[src/rtl/reg_read_scheduler_pkg.sv]
// Shared types and constants for the register-read scheduler slice.
package reg_read_pkg;

  typedef enum logic [1:0] {
    S_IDLE = 2'd0,
    S_REQ  = 2'd1,
    S_WAIT = 2'd2,
    S_SEND = 2'd3
  } state_t;

  // Register addresses are word aligned; each word leaves as 4 bytes.
  localparam int ADDR_STRIDE    = 4;
  localparam int BYTES_PER_WORD = 4;

  // Marker word sent instead of data on a bad address or timeout.
  localparam logic [31:0] DEFAULT_BAD_WORD = 32'hDEAD_BEEF;

endpackage

[src/rtl/reg_read_scheduler_if.sv]
// Instruction, read-register and SPI byte signals of the scheduler.
interface reg_read_scheduler_if #(
  parameter int NUM_REGS = 4
);
  logic                instr_valid;
  logic [7:0]          reg_addr;
  logic [NUM_REGS-1:0] rd_strobe;
  logic                rd_valid;
  logic [31:0]         rd_data;
  logic [7:0]          byte_out;
  logic                byte_out_valid;
  logic                byte_out_ready;
  logic                busy;
  logic                err_bad_addr;
  logic                err_timeout;
  logic                drop_pulse;

  // Scheduler side.
  modport slave (
    input  instr_valid, reg_addr, rd_valid, rd_data, byte_out_ready,
    output rd_strobe, byte_out, byte_out_valid, busy,
           err_bad_addr, err_timeout, drop_pulse
  );

  // Instruction source / register sources / SPI buffer side.
  modport master (
    output instr_valid, reg_addr, rd_valid, rd_data, byte_out_ready,
    input  rd_strobe, byte_out, byte_out_valid, busy,
           err_bad_addr, err_timeout, drop_pulse
  );
endinterface

[src/rtl/reg_word_serializer.sv]
// Sends a 32-bit word LSB-first as bytes over a valid/ready handshake.
// o_done is high in the cycle the last byte is accepted.
module reg_word_serializer
  import reg_read_pkg::*;
(
  input  logic        i_clk,
  input  logic        i_rst_n,
  input  logic        i_load,
  input  logic [31:0] i_word,
  input  logic        i_ready,
  output logic [7:0]  o_byte,
  output logic        o_valid,
  output logic        o_done
);

  localparam int IDX_W = $clog2(BYTES_PER_WORD);

  logic [31:0]      r_word;
  logic [IDX_W-1:0] r_idx;
  logic [7:0]       r_byte;
  logic             r_valid;

  logic             w_accept;
  logic             w_last;
  logic [IDX_W-1:0] w_idx_nxt;

  assign w_accept  = r_valid & i_ready;
  assign w_last    = (r_idx == IDX_W'(BYTES_PER_WORD - 1));
  assign w_idx_nxt = r_idx + IDX_W'(1);

  assign o_byte  = r_byte;
  assign o_valid = r_valid;
  assign o_done  = w_accept & w_last;

  // Byte register holds while not accepted; next byte is preloaded on accept.
  always_ff @(posedge i_clk or negedge i_rst_n) begin
    if (!i_rst_n) begin
      r_word  <= '0;
      r_idx   <= '0;
      r_byte  <= '0;
      r_valid <= 1'b0;
    end else if (i_load) begin
      r_word  <= i_word;
      r_idx   <= '0;
      r_byte  <= i_word[7:0];
      r_valid <= 1'b1;
    end else if (w_accept) begin
      if (w_last) begin
        r_idx   <= '0;
        r_byte  <= '0;
        r_valid <= 1'b0;
      end else begin
        r_idx  <= w_idx_nxt;
        r_byte <= r_word[{w_idx_nxt, 3'b000} +: 8];
      end
    end
  end

endmodule

[src/rtl/reg_read_scheduler.sv]
// Register-read scheduler: decodes an instruction address, strobes one
// register source, waits (bounded) for its reply and streams it as bytes.
module reg_read_scheduler
  import reg_read_pkg::*;
#(
  parameter int          NUM_REGS       = 4,
  parameter int          TIMEOUT_CYCLES = 255,
  parameter logic [31:0] BAD_WORD       = DEFAULT_BAD_WORD
)(
  input  logic                 sysClk,
  input  logic                 rst_n,
  reg_read_scheduler_if.slave  bus
);

  localparam int ALIGN_BITS = $clog2(ADDR_STRIDE);

  state_t              r_state, w_state_nxt;
  logic [NUM_REGS-1:0] r_strobe, w_strobe_nxt;
  logic [7:0]          r_timer, w_timer_nxt;
  logic                r_busy;
  logic                r_err_bad, w_err_bad_nxt;
  logic                r_err_to, w_err_to_nxt;
  logic                r_drop, w_drop_nxt;

  logic                w_addr_ok;
  logic                w_load;
  logic [31:0]         w_load_word;
  logic                w_ser_done;
  logic [7:0]          w_byte;
  logic                w_byte_valid;

  assign w_addr_ok = (bus.reg_addr[ALIGN_BITS-1:0] == '0) &&
                     (int'(bus.reg_addr[7:ALIGN_BITS]) < NUM_REGS);

  // Next state, one-cycle pulses, timer and serializer load.
  always_comb begin
    w_state_nxt   = r_state;
    w_strobe_nxt  = '0;
    w_timer_nxt   = r_timer;
    w_err_bad_nxt = 1'b0;
    w_err_to_nxt  = 1'b0;
    w_drop_nxt    = bus.instr_valid && (r_state != S_IDLE);
    w_load        = 1'b0;
    w_load_word   = BAD_WORD;

    case (r_state)
      S_IDLE: begin
        if (bus.instr_valid) begin
          if (w_addr_ok) begin
            for (int i = 0; i < NUM_REGS; i++)
              w_strobe_nxt[i] = (int'(bus.reg_addr[7:ALIGN_BITS]) == i);
            w_state_nxt = S_REQ;
          end else begin
            w_load        = 1'b1;
            w_err_bad_nxt = 1'b1;
            w_state_nxt   = S_SEND;
          end
        end
      end
      S_REQ: begin
        w_timer_nxt = '0;
        if (bus.rd_valid) begin
          w_load      = 1'b1;
          w_load_word = bus.rd_data;
          w_state_nxt = S_SEND;
        end else begin
          w_state_nxt = S_WAIT;
        end
      end
      S_WAIT: begin
        // A reply in the expiry cycle still counts as a good reply.
        if (bus.rd_valid) begin
          w_load      = 1'b1;
          w_load_word = bus.rd_data;
          w_state_nxt = S_SEND;
        end else if (r_timer == 8'(TIMEOUT_CYCLES - 1)) begin
          w_load       = 1'b1;
          w_err_to_nxt = 1'b1;
          w_state_nxt  = S_SEND;
        end else begin
          w_timer_nxt = r_timer + 8'd1;
        end
      end
      S_SEND: begin
        if (w_ser_done) w_state_nxt = S_IDLE;
      end
      default: w_state_nxt = S_IDLE;
    endcase
  end

  // State and registered outputs; busy tracks the registered state.
  always_ff @(posedge sysClk or negedge rst_n) begin
    if (!rst_n) begin
      r_state   <= S_IDLE;
      r_strobe  <= '0;
      r_timer   <= '0;
      r_busy    <= 1'b0;
      r_err_bad <= 1'b0;
      r_err_to  <= 1'b0;
      r_drop    <= 1'b0;
    end else begin
      r_state   <= w_state_nxt;
      r_strobe  <= w_strobe_nxt;
      r_timer   <= w_timer_nxt;
      r_busy    <= (w_state_nxt != S_IDLE);
      r_err_bad <= w_err_bad_nxt;
      r_err_to  <= w_err_to_nxt;
      r_drop    <= w_drop_nxt;
    end
  end

  reg_word_serializer u_ser (
    .i_clk   (sysClk),
    .i_rst_n (rst_n),
    .i_load  (w_load),
    .i_word  (w_load_word),
    .i_ready (bus.byte_out_ready),
    .o_byte  (w_byte),
    .o_valid (w_byte_valid),
    .o_done  (w_ser_done)
  );

  assign bus.rd_strobe      = r_strobe;
  assign bus.byte_out       = w_byte;
  assign bus.byte_out_valid = w_byte_valid;
  assign bus.busy           = r_busy;
  assign bus.err_bad_addr   = r_err_bad;
  assign bus.err_timeout    = r_err_to;
  assign bus.drop_pulse     = r_drop;

endmodule

[src/flat_wrapper.sv]
// flat-port wrapper written by rule: the top's interface ports become plain ports
module reg_read_scheduler_flat import reg_read_pkg::*;
#(
  parameter int          NUM_REGS       = 4,
  parameter int          TIMEOUT_CYCLES = 255,
  parameter logic [31:0] BAD_WORD       = DEFAULT_BAD_WORD
)
  (sysClk, rst_n, bus_instr_valid, bus_reg_addr, bus_rd_valid, bus_rd_data, bus_byte_out_ready, bus_rd_strobe, bus_byte_out, bus_byte_out_valid, bus_busy, bus_err_bad_addr, bus_err_timeout, bus_drop_pulse);
  reg_read_scheduler_if #(.NUM_REGS(NUM_REGS)) bus_i ();
  input  logic sysClk;
  input  logic rst_n;
  input wire logic [$bits(bus_i.instr_valid)-1:0] bus_instr_valid;
  input wire logic [$bits(bus_i.reg_addr)-1:0] bus_reg_addr;
  input wire logic [$bits(bus_i.rd_valid)-1:0] bus_rd_valid;
  input wire logic [$bits(bus_i.rd_data)-1:0] bus_rd_data;
  input wire logic [$bits(bus_i.byte_out_ready)-1:0] bus_byte_out_ready;
  output wire logic [$bits(bus_i.rd_strobe)-1:0] bus_rd_strobe;
  output wire logic [$bits(bus_i.byte_out)-1:0] bus_byte_out;
  output wire logic [$bits(bus_i.byte_out_valid)-1:0] bus_byte_out_valid;
  output wire logic [$bits(bus_i.busy)-1:0] bus_busy;
  output wire logic [$bits(bus_i.err_bad_addr)-1:0] bus_err_bad_addr;
  output wire logic [$bits(bus_i.err_timeout)-1:0] bus_err_timeout;
  output wire logic [$bits(bus_i.drop_pulse)-1:0] bus_drop_pulse;
  assign bus_i.instr_valid = bus_instr_valid;
  assign bus_i.reg_addr = bus_reg_addr;
  assign bus_i.rd_valid = bus_rd_valid;
  assign bus_i.rd_data = bus_rd_data;
  assign bus_i.byte_out_ready = bus_byte_out_ready;
  assign bus_rd_strobe = bus_i.rd_strobe;
  assign bus_byte_out = bus_i.byte_out;
  assign bus_byte_out_valid = bus_i.byte_out_valid;
  assign bus_busy = bus_i.busy;
  assign bus_err_bad_addr = bus_i.err_bad_addr;
  assign bus_err_timeout = bus_i.err_timeout;
  assign bus_drop_pulse = bus_i.drop_pulse;
  reg_read_scheduler #(.NUM_REGS(NUM_REGS), .TIMEOUT_CYCLES(TIMEOUT_CYCLES), .BAD_WORD(BAD_WORD)) u_core (.sysClk(sysClk), .rst_n(rst_n), .bus(bus_i));
endmodule
[config.mk]
export PLATFORM = sky130hd
export DESIGN_NAME = reg_read_scheduler_flat
export DESIGN_NICKNAME = d
export VERILOG_FILES = /design/src/rtl/reg_read_scheduler_pkg.sv /design/src/rtl/reg_read_scheduler_if.sv /design/src/rtl/reg_word_serializer.sv /design/src/rtl/reg_read_scheduler.sv /design/src/flat_wrapper.sv
export SDC_FILE = /design/constraint.sdc
export NUM_CORES = 1
export LEC_CHECK = 0
export CORE_MARGIN = 3
export CORE_UTILIZATION = 50
export CTS_BUF_LIST = sky130_fd_sc_hd__clkbuf_4
export CTS_CLUSTER_SIZE = 14
export DETAILED_ROUTE_END_ITERATION = 16
export GPL_ROUTABILITY_DRIVEN = 0
export PLACE_DENSITY = 0.78
export SKIP_CTS_REPAIR_TIMING = 1
export SLEW_MARGIN = 20
export SYNTH_ARGS = -nofsm -noshare
export SYNTH_HDL_FRONTEND = slang
export SYNTH_SLANG_ARGS = --single-unit
[constraint.sdc]
create_clock -name sysClk -period 2.62 [get_ports sysClk]
set_input_delay 0.524 -clock sysClk [delete_from_list [all_inputs] [get_ports sysClk]]
set_output_delay 0.524 -clock sysClk [all_outputs]
set_load 0.01 [all_outputs]
== Yosys cells after proc, flatten, opt, wreduce, memory -nomap -nowiden ==
Index checks and enable logic that the tools add are counted.
Cells by class
  add/sub/neg operators: 2
  $lt $le $gt $ge: 1
  equal/unequal tests: 10
  shifts and indexed selects: 1
  multiplexer cells: 33
  bitwise operators: 2
  reductions and logical operators: 13
Operator list (number)
  $mux 32: 2
  $mux 8: 5
  $shiftx 32x6->8: 1
  $mux 2: 8
  $pmux 8 s2: 1
  $eq 6x3->1 const B: 2
  $mux 1: 12
  $mux 4: 3
  $reduce_bool 2->1: 5
  $add 8x1->8 const B: 1
  $eq 8x8->1 const B: 1
  $pmux 2 s4: 1
  $eq 2x2->1 const B: 3
  $eq 6x2->1 const B: 1
  $logic_not 6->1: 1
  $lt 6x3->1 const B: 1
  $logic_not 2->1: 2
  $ne 2x2->1 const B: 2
  $pmux 1 s3: 1
  $reduce_and 3->1: 1
  $add 2x1->2 const B: 1
  $and 1x1->1: 2
  $eq 2x1->1 const B: 1
  $logic_and 1x1->1: 2
  2 further kinds: 2
Word-level totals
  register bits after elaboration: 61
  input bits: 45
  output and inout port bits: 17
  logic and storage cells: 73

== Depth between registers and ports, before layout ==
  word-level depth: 7
  depth in mapped cells: 9
  gate-level depth less buffers: 7

== Hierarchy ==
Synthesis repeated with hierarchy kept, for this count alone.
Unflattened totals
  cell total of the unflattened synthesis: 261
  area total of the unflattened synthesis: 3041.7 µm²
By module, submodules not included
  reg_word_serializer: times used 1, cells an instance 127, area an instance 1875.5 µm², sequential area each 1076.0 µm²
  reg_read_scheduler: times used 1, cells an instance 134, area an instance 1166.1 µm², sequential area each 450.4 µm²

== Least setup slack after synthesis ==
No wires, ideal clock.
  path type: register to register
  start: register u_core.r_state[0]
  end: register u_core.u_ser.r_byte[4], in the netlist u_core.u_ser.o_byte[4]
  arrival: 1.887 ns
  required time: 2.495 ns
  slack: 0.608 ns
  stages on the path, launching flop included: 10
  period minus slack after synthesis: 2.012 ns
  cells stage by stage: dfrtp_1 -> inv_1 -> ha_1 -> buf_6 -> or2_0 -> buf_2 -> a32oi_4 -> a21o_1 -> buf_6 -> mux2_4
Between the ends
  cells in the longest elaborated chain, start to end: 4
  elaborated cells between the ends (all ways): 8
RTL lines
  start: declaration: line reg_read_scheduler.sv:17  | state_t r_state, w_state_nxt;
  start signal: assignment: line reg_read_scheduler.sv:102  | r_state <= w_state_nxt;
  $eq 2x1->1 / $eq 2x2->1 (equally long branches): line reg_read_scheduler.sv:46  | case (r_state)
  $reduce_or 2->1 (no source line)
  $mux 32
  $mux 8: line reg_word_serializer.sv:42  | end else if (i_load) begin
  end signal: assignment: line reg_word_serializer.sv:45  | r_byte <= i_word[7:0];
  end signal: assignment: line reg_word_serializer.sv:54  | r_byte <= r_word[{w_idx_nxt, 3'b000} +: 8];
  end: declaration: line reg_word_serializer.sv:20  | logic [7:0] r_byte;
Several ways; a longest one is shown, not always the timed one.
A chain may end at the register's enable or synchronous reset.

== Final worst setup path ==
  start: register u_core.r_state[1]
  end: register u_core.u_ser.r_word[20]
Between the ends
  cells in the longest elaborated chain, start to end: 3
  elaborated cells between the ends (all ways): 6
RTL lines
  $eq 2x1->1 / $eq 2x2->1 (equally long branches): line reg_read_scheduler.sv:46
  $reduce_or 2->1 (no source line)
  $mux 32
  end signal: assignment: line reg_word_serializer.sv:43  | r_word <= i_word;
  end: declaration: line reg_word_serializer.sv:18  | logic [31:0] r_word;
Several ways; a longest one is shown, not always the timed one.

==> impl_metrics.ini <==
[yosys]
synth_top_flop_cell = dfrtp_1
yosys.area_share.simple_pct = 11.0
synth_xor_area_share_pct = 0.826
synthMuxAreaShare_pct = 15.5
synth_top_family_by_area = multiplexers
synth_top_area_share_pct = 48.0
ys_seq_area_share_pct = 48.0
synth_fa_ha_area_share_pct = 2.75
synth_compound_area_share_pct = 15.4
synth_cell_types = 41
yosysWarnings = 0
ys_seq_elements = 61
syn_avg_cell_area_um2 = 11.7
synth_edf_count = 0
synthArstFlopShare_pct = 100
syn-num-nets = 323
synth_cells = 271
yosysTopAreaCell = dfrtp_1
synth_area_leaders = dfrtp_1, mux2i_1, mux4_2
synth_area_um2 = 3180

[critical_path]
crit_type = reg2reg
end_kind = flip-flop
path_buf_inv = 2
critPathLaunchType = flip-flop
critPathMaxFanout = 34
slowest_delay_ns = 0.45
cp_cell_sequence = inv_1, ha_1, or2_0, a32oi_4, a21oi_4, buf_12, mux2_2
cpMaxStageDelayCell = dfrtp_1
critical-path-top-delay-family = flip-flops
cp_data_arrival_time_ns = 2.55
crit_required_ns = 2.91
ff2ff_setup_slack_ns = 0.35

[finish]
diodes = 0
nFillCells = 470
area_growth_pct = 25.1
fin_util_pct = 66.0
drive_above_1_share_pct = 15.6
layout.nets = 388
final_common_cell = dfrtp_1
layout_common_cells = dfrtp_1, clkdlybuf4s50_1, nor2_1, inv_1, mux2i_1

[power_and_ir_drop]
peakVddDrop_mv = 0.571
totalPowerFinal_w = 0.00431
power-per-cell-area_nw_per_um2 = 1080
total_leakage_power_nw = 1.76

[clock_network]
cts_inserted_buffers = 9
ctsHtreeMaxLevel = 3
cts_buffer_depth = 2
path_clk_slew_ns = 0.11
clock-sinks = 61
root_buffer = clkbuf_4
clk_latency_ns = 0.40
cts_tree = built

[timing]
whs_ns = 0.129
slew_viol_final = 0
worst_slack_ns = 0.354
rsz0062_at_grt = no
fin_tns_setup_ns = 0
setup_viol = 0
finalHoldViolCount = 0
fmax_mhz = 441
slew_headroom_pct = 57.2
clock_skew_ns = 0.0137
worst_pin_slew_ns = 0.642
period_needed_ns = 2.27
fin_crit_sh_pct = 86.5

[worst_hold_path]
hold_class = in2async

[grt]
grt_pass1_vias = 2383
antenna_found_initial = 0
grtUsageTotal_pct = 20.8
grt_pass1_wl_um = 11800
overflow = 0
grt_max_degree = 35

[drt]
drc = 0
ant_nets = 0
vias_per_cell = 5.71
wirelength_um = 6990
vias = 2369
drtPass1Iterations = 4
routedWlPerCell_um = 16.9
drt_iter0_markers = 159

[die]
start_util_pct = 52.8
dieArea_um2 = 7350
rows = 28
die_w_um = 85.8
coreArea_um2 = 6030
die_h_um = 85.8
io_pins = 62

[placement]
dp_hpwl_um = 4900
io_buffers = 61
place_ws_ns = 0.242

[flow_run]
drv_cap = 0

[status]
status = finished, final reports clean
cell families (layout without fill, tap and decap cells):
kind of cell / after synthesis / in the layout
buffers and inverters: 40 / 109
adder cells (fa/ha/maj): 7 / 7
flip-flops: 61 / 61
XOR/XNOR: 3 / 3
AND/OR/NAND/NOR: 71 / 71
AO/OA/AOI/OAI: 53 / 53
multiplexers: 36 / 36
state kept, by name (all words and copies together), names as in the netlist:
signal	count
u_core.u_ser.r_idx	2
u_core.u_ser.r_word	32
u_core.u_ser.o_valid	1
u_core.bus.busy	1
u_core.bus.drop_pulse	1
u_core.bus.err_bad_addr	1
u_core.u_ser.o_byte	8
u_core.bus.err_timeout	1
u_core.bus.rd_strobe	4
u_core.r_state	2
u_core.r_timer	8
stage by stage:
stage,cells,cell area (µm²)
finish,415,3980
global route,415,3980
CTS,415,3980
detailed placement,400,3850
global placement,400,3850
floorplan,271,3180
power breakdown:
part,internal (W),switching (W),total (W)
clock,0.000276,0.000342,0.000618
combinational,0.00110,0.00104,0.00214
sequential,0.00131,0.000238,0.00155
total,0.00269,0.00162,0.00431
per-layer routing:
layer  up-vias  part of all wire (%)  global-route usage [%]
met4         0                   1.8                    9.50
met1      1169                    45                    29.4
met2        83                    47                    31.9
li1       1107                     -                       -
met5         -                     0                       0
met3        10                   6.2                    2.88
cell type report:
type,instances,area (µm²),share of cell area [%]
Clock buffer,9,67.6,1.70
Inverter,24,90.1,2.26
Timing Repair Buffer,70,698,17.6
Clock inverter,6,55.1,1.38
Multi-Input combinational cell,170,1450,36.4
Sequential cell,61,1530,38.4
Tap cell,75,93.8,2.36
cell usage after synthesis (6+ instances only):
cell type	count
dfrtp_1	61
o22a_1	7
nor2_1	28
mux2i_1	18
nand2_1	11
mux4_2	8
a31oi_1	6
a2bb2oi_2	7
a21oi_1	7
and3_1	10
a22oi_1	7
buf_6	7
inv_1	24
ha_1	7
worst reg2reg max path: stages (launching register included):
cell	delay [ns]
dfrtp_1	0.45
inv_1	0.12
ha_1	0.24
or2_0	0.42
a32oi_4	0.12
a21oi_4	0.17
buf_12	0.24
mux2_2	0.38
worst paths after layout:
kind | end | cells past startpoint | from
min in group sysClk | u_core.u_ser.r_word[20] | 1 | u_core.u_ser.r_word[20]
worst max-delay path | u_core.u_ser.r_word[20] | 7 | u_core.r_state[1]
worst min register to register | u_core.u_ser.r_word[20] | 1 | u_core.u_ser.r_word[20]
worst min-delay path | u_core.u_ser.r_word[18] | 1 | rst_n
worst max register to register | u_core.u_ser.r_word[20] | 7 | u_core.r_state[1]
max in group asynchronous | u_core.r_timer[6] | 2 | rst_n
Power figures use the tool's default switching activity.
